<file path="src/rtl/conv_encoder_k3.sv">
// Rate-1/2, K=3 convolutional encoder (G0=7, G1=5 octal) with zero-tail frame termination.
// Optional channel error injection is enabled by defining CONV_ENC_ERRINJ_EN.
//
// state  | meaning
// S_DATA | accepting FRAME_LEN data bits from the source
// S_TAIL | emitting the two zero tail symbols that return the trellis to 00
module conv_encoder_k3 #(
  parameter int FRAME_LEN = 5,
  parameter int CNT_W     = 8
) (
  input  logic             clk,
  input  logic             rst_n,
  input  logic             flush,
  input  logic             in_valid,
  input  logic             in_bit,
  output logic             in_ready,
  output logic             sym_valid,
  output logic [1:0]       sym,
  input  logic             sym_ready,
  output logic             sym_last,
  output logic [CNT_W-1:0] frame_cnt
`ifdef CONV_ENC_ERRINJ_EN
  ,
  input  logic [1:0]       err_mask,
  output logic [7:0]       err_cnt
`endif
);

  localparam int BIT_W = (FRAME_LEN > 1) ? $clog2(FRAME_LEN) : 1;
  localparam logic [BIT_W-1:0] BIT_LAST = BIT_W'(FRAME_LEN - 1);

  typedef enum logic {
    S_DATA = 1'b0,
    S_TAIL = 1'b1
  } state_t;

  state_t           fsm, fsm_nxt;
  logic [1:0]       s, s_nxt;
  logic [BIT_W-1:0] bit_cnt, bit_cnt_nxt;
  logic             tail_cnt, tail_cnt_nxt;
  logic             can_load;
  logic             load;
  logic             last_nxt;
  logic             u;
  logic [1:0]       code;
  logic [1:0]       code_out;

  always_comb begin
    fsm_nxt      = fsm;
    s_nxt        = s;
    bit_cnt_nxt  = bit_cnt;
    tail_cnt_nxt = tail_cnt;
    load         = 1'b0;
    last_nxt     = 1'b0;
    u            = 1'b0;
    can_load     = !sym_valid || sym_ready;
    in_ready     = (fsm == S_DATA) && can_load && !flush;

    case (fsm)
      S_DATA: begin
        u = in_bit;
        if (in_valid && in_ready) begin
          load = 1'b1;
          if (bit_cnt == BIT_LAST) begin
            bit_cnt_nxt  = '0;
            tail_cnt_nxt = 1'b0;
            fsm_nxt      = S_TAIL;
          end else begin
            bit_cnt_nxt = bit_cnt + BIT_W'(1);
          end
        end
      end
      S_TAIL: begin
        if (can_load && !flush) begin
          load = 1'b1;
          if (tail_cnt) begin
            last_nxt     = 1'b1;
            tail_cnt_nxt = 1'b0;
            bit_cnt_nxt  = '0;
            fsm_nxt      = S_DATA;
          end else begin
            tail_cnt_nxt = 1'b1;
          end
        end
      end
      default: fsm_nxt = S_DATA;
    endcase

    code = {u ^ s[1] ^ s[0], u ^ s[0]};
    if (load) s_nxt = {u, s[1]};
  end

`ifdef CONV_ENC_ERRINJ_EN
  assign code_out = code ^ err_mask;
`else
  assign code_out = code;
`endif

  always_ff @(posedge clk or negedge rst_n) begin
    if (!rst_n) begin
      fsm      <= S_DATA;
      s        <= 2'b00;
      bit_cnt  <= '0;
      tail_cnt <= 1'b0;
    end else if (flush) begin
      fsm      <= S_DATA;
      s        <= 2'b00;
      bit_cnt  <= '0;
      tail_cnt <= 1'b0;
    end else begin
      fsm      <= fsm_nxt;
      s        <= s_nxt;
      bit_cnt  <= bit_cnt_nxt;
      tail_cnt <= tail_cnt_nxt;
    end
  end

  // Output register: holds under backpressure, reloads on the same edge a symbol is taken.
  always_ff @(posedge clk or negedge rst_n) begin
    if (!rst_n) begin
      sym       <= 2'b00;
      sym_valid <= 1'b0;
      sym_last  <= 1'b0;
    end else if (flush) begin
      sym_valid <= 1'b0;
      sym_last  <= 1'b0;
    end else if (load) begin
      sym       <= code_out;
      sym_valid <= 1'b1;
      sym_last  <= last_nxt;
    end else if (sym_ready) begin
      sym_valid <= 1'b0;
      sym_last  <= 1'b0;
    end
  end

  always_ff @(posedge clk or negedge rst_n) begin
    if (!rst_n) begin
      frame_cnt <= '0;
    end else if (!flush && sym_valid && sym_ready && sym_last) begin
      frame_cnt <= frame_cnt + CNT_W'(1);
    end
  end

`ifdef CONV_ENC_ERRINJ_EN
  logic [8:0] err_sum;
  assign err_sum = {1'b0, err_cnt} + 9'(err_mask[0]) + 9'(err_mask[1]);

  // Not cleared by flush so a test campaign can span aborted frames.
  always_ff @(posedge clk or negedge rst_n) begin
    if (!rst_n) begin
      err_cnt <= 8'd0;
    end else if (load) begin
      err_cnt <= err_sum[8] ? 8'hFF : err_sum[7:0];
    end
  end
`endif

endmodule
</file>
<file path="config.mk">
export PLATFORM = sky130hd
export DESIGN_NAME = conv_encoder_k3
export DESIGN_NICKNAME = d
export VERILOG_FILES = /design/src/rtl/conv_encoder_k3.sv
export SDC_FILE = /design/constraint.sdc
export NUM_CORES = 1
export LEC_CHECK = 0
export ABC_AREA = 1
export CELL_PAD_IN_SITES_DETAIL_PLACEMENT = 1
export CELL_PAD_IN_SITES_GLOBAL_PLACEMENT = 2
export CORE_ASPECT_RATIO = 1.5
export CORE_MARGIN = 2
export CORE_UTILIZATION = 26
export DETAILED_ROUTE_END_ITERATION = 12
export GPL_ROUTABILITY_DRIVEN = 0
export PLACE_DENSITY_LB_ADDON = 0.1
export SYNTH_ARGS = -nofsm -noshare
export SYNTH_HDL_FRONTEND = slang
export SYNTH_SLANG_ARGS = --single-unit
</file>
<file path="constraint.sdc">
create_clock -name clk -period 1.2 [get_ports clk]
set_clock_uncertainty 0.05 [all_clocks]
set_input_delay 0.24 -clock clk [delete_from_list [all_inputs] [get_ports clk]]
set_output_delay 0.24 -clock clk [all_outputs]
set_load 0.05 [all_outputs]
</file>
==> results of run 1 <==
[area by class of cell]
class / count / area, sq um / share of cell area [%]
Sequential cell: 19 / 487 / 26.3
Tap cell: 45 / 56.3 / 3.04
Inverter: 24 / 95.1 / 5.14
Clock buffer: 4 / 45.0 / 2.44
Multi-Input combinational cell: 101 / 641 / 34.6
Timing Repair Buffer: 43 / 526 / 28.4
[cell usage after synthesis]
master     n
dfrtp_1   19
nor3_2     1
nor2_1    10
nand3_1   10
ha_1       3
nand2_2    1
a21oi_1    2
o21ai_0    4
a21oi_2    1
xnor2_1    1
o21ai_1    1
inv_2      1
nor2_8     1
inv_1     22
nand3b_1   1
nand3_2    1
nor2_2     1
nand2_4    1
nand4_1    5
inv_4      1
xor2_1     3
nand2_1   54
[report_power, final]
part	leakage (nW)	internal [mW]	total [mW]	switching, mW
Sequential	0.239	0.676	0.718	0.0417
Combinational	0.672	0.202	0.432	0.230
Clock	0.0228	0.236	0.462	0.226
[final timing paths]
path,startpoint,slack [ns],cells after the start,end
max,fsm,-0.20,4,in_ready
min,rst_n,0.27,2,frame_cnt[4]
max reg2reg,fsm,-0.10,10,sym[1]
min reg2reg,bit_cnt[1],0.48,2,bit_cnt[1]
max in group asynchronous,rst_n,0.68,2,frame_cnt[5]
min in group clk,in_valid,0.39,3,fsm
[worst max-delay path: stages, from the launching register on]
cell     delay [ns]
dfrtp_1        0.40
nor2_2         0.15
inv_2          0.06
nor2_4         0.10
buf_12         0.14
[sequential cells by signal (all words and copies together), names as in the netlist]
name       count
bit_cnt        3
frame_cnt      8
fsm            1
s              2
sym            2
sym_last       1
sym_valid      1
tail_cnt       1
[what timing repair did]
action / 4_1_cts / 5_1_grt
pin swaps: 3 / 7
setup endpoints to repair: 21 / 15
gates resized for setup: 18 / 22
buffers inserted: 7 / 4
[stage by stage]
step / power [mW] / utilization [%] / setup TNS [ns] / setup WS (ns) / hold slack, ns
5_1_grt: 1.71 / 46.7 / -1.28 / -0.249 / 0.278
6_report: 1.61 / 46.7 / -0.508 / -0.197 / 0.271
2_1_floorplan: 0.893 / - / -0.183 / -0.0458 / -0.106
4_1_cts: 1.58 / 44.5 / -0.519 / -0.170 / 0.280
3_3_place_gp: 1.09 / 41.4 / -5.99 / -0.371 / 0.435
3_5_place_dp: 1.11 / 41.4 / -6.41 / -0.410 / 0.449
[metal layers]
metal  part of all wire [%]  vias to the layer above  global-route usage [%]
li1                       -                      539                       -
met1                     34                      533                    13.3
met2                     61                       15                    28.9
met3                    2.5                        6                    1.87
met4                    2.5                        0                    6.71
met5                      0                        -                       0
[kinds of logic (layout without fill, tap and decap cells)]
logic type	after synthesis	in the layout
XOR/XNOR	4	4
adder cells (fa/ha/maj)	3	3
AND/OR/NAND/NOR	86	86
buffers and inverters	24	71
AO/OA/AOI/OAI	8	8
flip-flops	19	19
==> reports/qor.yml, run 1 <==
critical_path:
  end_kind: "output pin"
  path_class: "reg -> out"
  crit_arrival_ns: 1.11
  required_ns: 0.91
  startpoint_type: "flip-flop"
  worstPathMaxFanout: 2
floorplan:
  chipHeight_um: 82.8
  rows: 28
  io_pins: 19
  die_area_sq_mm: 0.00468
  die_w_um: 56.6
  start_util_pct: 27.2
  core_sq_mm: 0.00396
sta:
  fin_crit_ns: 1.40
  rsz0062_at_grt: "true"
  finalSetupViolations: 8
  tightestPinTransition_ns: 0.234
  setup_ws_ns: -0.197
  fmax_mhz: 716
  fin_crit_sh_pct: 116
  maxSlewHeadroom_pct: 84.4
  finalHoldViolations: 0
  report.final.slew_viol_count: 0
place:
  dp.cells: 225
  numPortBuffers: 18
  hpwl_um: 2450
  place_area_sq_mm: 0.00164
status:
  run_status: "complete, but fails checks"
  violations: "negative setup slack"
cts:
  cts_buffer_depth: 2
  htreeDepth: 1
  cts_hold_buf: 0
  clock-root-buffer: "clkbuf_8"
  cts_buffers: 3
  insertion_delay_ns: 0.26
  cts_tree: "yes"
  cts_sinks: 19
  clk_pin_slew_ns: 0.08
hold_path:
  min_path_type: "in -> async"
detailed_routing:
  first_pass_iters: 4
  ant_nets: 0
  first_iter_violations: 9
  via_per_inst: 4.63
  avgRoutedWirePerCell_um: 13.2
  drcViolationCount: 0
  via_count: 1093
  wirelength_um: 3130
yosys:
  seq_area_frac_synth_pct: 44.1
  synth_top_family_by_area: "simple AND/OR/NAND/NOR gates"
  yosys-top-cells-area: "dfrtp_1, nand2_1, inv_1"
  ys_ff_latch: 19
  yosys_warnings: 0
  synth_mux_area_share_pct: 0
  synth.top_cell.area_share_pct: 44.1
  synth_cell_type_count: 22
  yosys.area_share.simple_pct: 36.5
  syn_avg_cell_area_sq_um: 7.48
  syn_nets: 153
  syn-instance-count: 144
  synthAdderAreaFrac_pct: 3.48
  synth_compound_area_share_pct: 4.07
  synth-xor-area-share_pct: 3.25
  yosys.area.top_type: "dfrtp_1"
  syn_area_sq_mm: 0.00108
cells_and_area:
  num_antenna_cells: 0
  finalNetCount: 201
  syn2layout_area_growth_pct: 71.7
  design_area_sq_mm: 0.00185
  final_cell_mix: "nand2_1, buf_4, inv_1, buf_12, dfrtp_1"
  layout-drive-gt1-share_pct: 45.5
  final_common_cell: "nand2_1"
  fillers: 474
  final_cells: 236
grt:
  grt_pass1_vias: 1239
  grt_antenna_before_repair: 0
  grt_pass1_wl_um: 5410
  grt_overflow_total: 0
  grt_usage_pct: 14.3
  grt_max_degree: 20
run:
  drv_cap: 0
power_and_ir_drop:
  p_per_area_mw_per_mm2: 872
  ir_drop_mv: 0.539
  p_leak_nw: 0.934
Power figures use the tool's default switching activity.
==> inputs of run 2 (changes only) <==
--- a/config.mk
+++ b/config.mk
@@ -5,12 +5,13 @@
 export SDC_FILE = /design/constraint.sdc
 export NUM_CORES = 1
 export LEC_CHECK = 0
-export ABC_AREA = 1
+export ABC_AREA = 0
+export CAP_MARGIN = 20
 export CELL_PAD_IN_SITES_DETAIL_PLACEMENT = 1
 export CELL_PAD_IN_SITES_GLOBAL_PLACEMENT = 2
 export CORE_ASPECT_RATIO = 1.5
-export CORE_MARGIN = 2
-export CORE_UTILIZATION = 26
+export CORE_MARGIN = 5
+export CORE_UTILIZATION = 29
 export DETAILED_ROUTE_END_ITERATION = 12
 export GPL_ROUTABILITY_DRIVEN = 0
 export PLACE_DENSITY_LB_ADDON = 0.1
==> run 2 against run 1 <==
Compared with the run above:
- the run still ends with negative setup slack left
- synthesized cell count shrank 38%
- final area increased by 10%
- non-clock buffer count up 20
- sequential cell count unchanged
- first-iteration DRC count fell by 22%
- count of clock-buffer cells in the layout did not move
- sequential power fell by 1%
- critical path type unchanged
==> reports/qor.yml, run 2 <==
yosys:
  synth_enable_flop_cells: 0
  seq_area_frac_synth_pct: 46.6
  synthFlopType: "dfrtp_1"
  syn-instance-count: 90
  syn_area_sq_mm: 0.00102
  synth_async_sr_flop_share_pct: 100
  syn_avg_cell_area_sq_um: 11.3
  synthTopCellsByCount: "dfrtp_1, nand2_1, a21oi_1"
  synth.most_common_cell: "dfrtp_1"
  synth.top_cell.area_share_pct: 46.6
  syn_nets: 99
  ys_ff_latch: 19
  yosys.area.top_type: "dfrtp_1"
  yosys_warnings: 0
  synth_cell_type_count: 36
  yosys-top-cells-area: "dfrtp_1, xnor2_1, ha_1"
cts:
  cts_buffers: 3
  clk_pin_slew_ns: 0.07
  cts_tree: "yes"
  htreeDepth: 1
  cts_hold_buf: 0
  clock-root-buffer: "clkbuf_8"
  cts_buffer_depth: 2
  insertion_delay_ns: 0.25
  cts_sinks: 19
floorplan:
  die_w_um: 58.4
  rows: 26
  die_area_sq_mm: 0.00483
  chipHeight_um: 82.6
  core_sq_mm: 0.00342
  io_pins: 19
  start_util_pct: 29.9
sta:
  setup_ws_ns: -0.280
  fin_crit_sh_pct: 123
  finalHoldViolations: 0
  report.final.slew_viol_count: 0
  fin_crit_ns: 1.48
  rsz0062_at_grt: "true"
  maxSlewHeadroom_pct: 81.7
  finalSetupViolations: 24
  tightestPinTransition_ns: 0.274
  fmax_mhz: 676
cells_and_area:
  largest_register: "frame_cnt"
  final_common_cell: "buf_4"
  final_cell_mix: "buf_4, buf_12, buf_6"
  num_antenna_cells: 0
  largest_reg_flops: 8
  finalNetCount: 164
  layout-drive-gt1-share_pct: 69.5
  syn2layout_area_growth_pct: 100
  top_regs: "frame_cnt: 8 flops, bit_cnt: 3 flops"
  design_area_sq_mm: 0.00204
critical_path:
  critPathTopFamily: "buffers and inverters"
  slowest_stage: "dfrtp_2"
  worstPathBufferInverterCount: 4
  worstPathMaxFanout: 3
  r2r_cells: 7
  required_ns: 0.91
  reg2reg_slack_ns: -0.23
  cp-endpoint: "sym_valid"
  cp_num_cells: 4
  startpoint_type: "flip-flop"
  path_class: "reg -> out"
  worst_r2r_endpoint: "frame_cnt[5]"
  worstReg2RegStart: "sym_valid"
  crit_arrival_ns: 1.19
  end_kind: "output pin"
  cp_cell_sequence: "buf_6 > buf_12 > buf_6 > buf_12"
  cp_slowest_stage_delay_ns: 0.43
  critPathLaunch: "sym_valid"
place:
  hpwl_um: 2320
  dp_slack_ns: -0.486
  place_area_sq_mm: 0.00169
  numPortBuffers: 18
power_and_ir_drop:
  p_switching_uw: 486
  p_per_area_mw_per_mm2: 819
  pwr-share-clk_pct: 26.8
  swShare_pct: 29.1
  intPower_mw: 1.19
  p_leak_nw: 0.972
  ir_drop_mv: 0.578
  combPwrFrac_pct: 30.9
  power_frac_seq_pct: 42.3
detailed_routing:
  drcViolationCount: 0
  wirelength_um: 3500
  via_per_inst: 4.90
  ant_nets: 0
  first_iter_violations: 7
  via_count: 961
  avgRoutedWirePerCell_um: 17.9
  first_pass_iters: 3
grt:
  grt_max_degree: 20
  grt_usage_pct: 15.3
  grt_pass1_wl_um: 5360
  grt_antenna_before_repair: 0
  grt_pass1_vias: 1113
  grt_overflow_total: 0
run:
  drv_cap: 0
status:
  run_status: "complete, but fails checks"
  violations: "negative setup slack"
hold_path:
  min_path_type: "in -> async"
run 2: routing by layer:
layer | global-route usage (%) | up-vias | wire length [um]
met3 | 1.87 | 12 | 111
met4 | 8.82 | 0 | 147
li1 | - | 453 | -
met1 | 14.1 | 473 | 1270
met2 | 30.8 | 23 | 1970
met5 | 0 | - | 0
run 2: kinds of logic after synthesis:
group | after synthesis | synth area share, %
AOI/OAI and AO/OA | 15 | 9.45
DFF | 19 | 46.6
muxes | 4 | 4.91
xor gates and xnor gates | 9 | 9.20
buffers and inverters | 7 | 3.80
and+or+nand+nor | 33 | 22.3
adders and majority gates | 3 | 3.68
run 2: timing repair:
item	CTS	global route
buffers inserted	12	6
setup endpoints to repair	25	27
cloned	0	0
endpoints found under the hold margin	0	0
pin swaps	19	11
gates resized for setup	36	14
run 2: power by group through the flow:
stage | logic, mW | clock network (mW) | registers [mW]
finish | 0.516 | 0.448 | 0.708
global route | 0.545 | 0.489 | 0.712
CTS | 0.488 | 0.465 | 0.706
detailed placement | 0.440 | 0 | 0.720
global placement | 0.430 | 0 | 0.718
floorplan | 0.133 | 0 | 0.775
run 2: how the worst min path moves through the flow:
stage                         endpoint  cells after the start  slack [ns]         start
final                     frame_cnt[4]                      2        0.28         rst_n
after floorplan             bit_cnt[0]                      0       -0.11         rst_n
after global routing      frame_cnt[2]                      2        0.29         rst_n
after CTS                 frame_cnt[6]                      2        0.29         rst_n
after global placement    frame_cnt[7]                      1        0.47  frame_cnt[7]
after detailed placement  frame_cnt[7]                      1        0.52  frame_cnt[7]
run 2: area by class of cell:
type,count,area [sq um]
Fill cell,344,1370
Inverter,4,15.0
Tap cell,42,52.6
Multi-Input combinational cell,64,699
Timing Repair Buffer,63,742
Sequential cell,19,488
Clock buffer,4,45.0
run 2: per-stage QoR:
stage / std cells / util (%) / hold WS (ns) / power [mW] / TNS, ns
floorplan: 90 / - / -0.106 / 0.908 / -0.942
global placement: 176 / 49.5 / 0.473 / 1.15 / -6.99
global route: 196 / 59.8 / 0.293 / 1.75 / -4.01
CTS: 192 / 57.0 / 0.290 / 1.66 / -2.40
detailed placement: 176 / 49.5 / 0.515 / 1.16 / -7.28
finish: 196 / 59.8 / 0.278 / 1.67 / -2.96
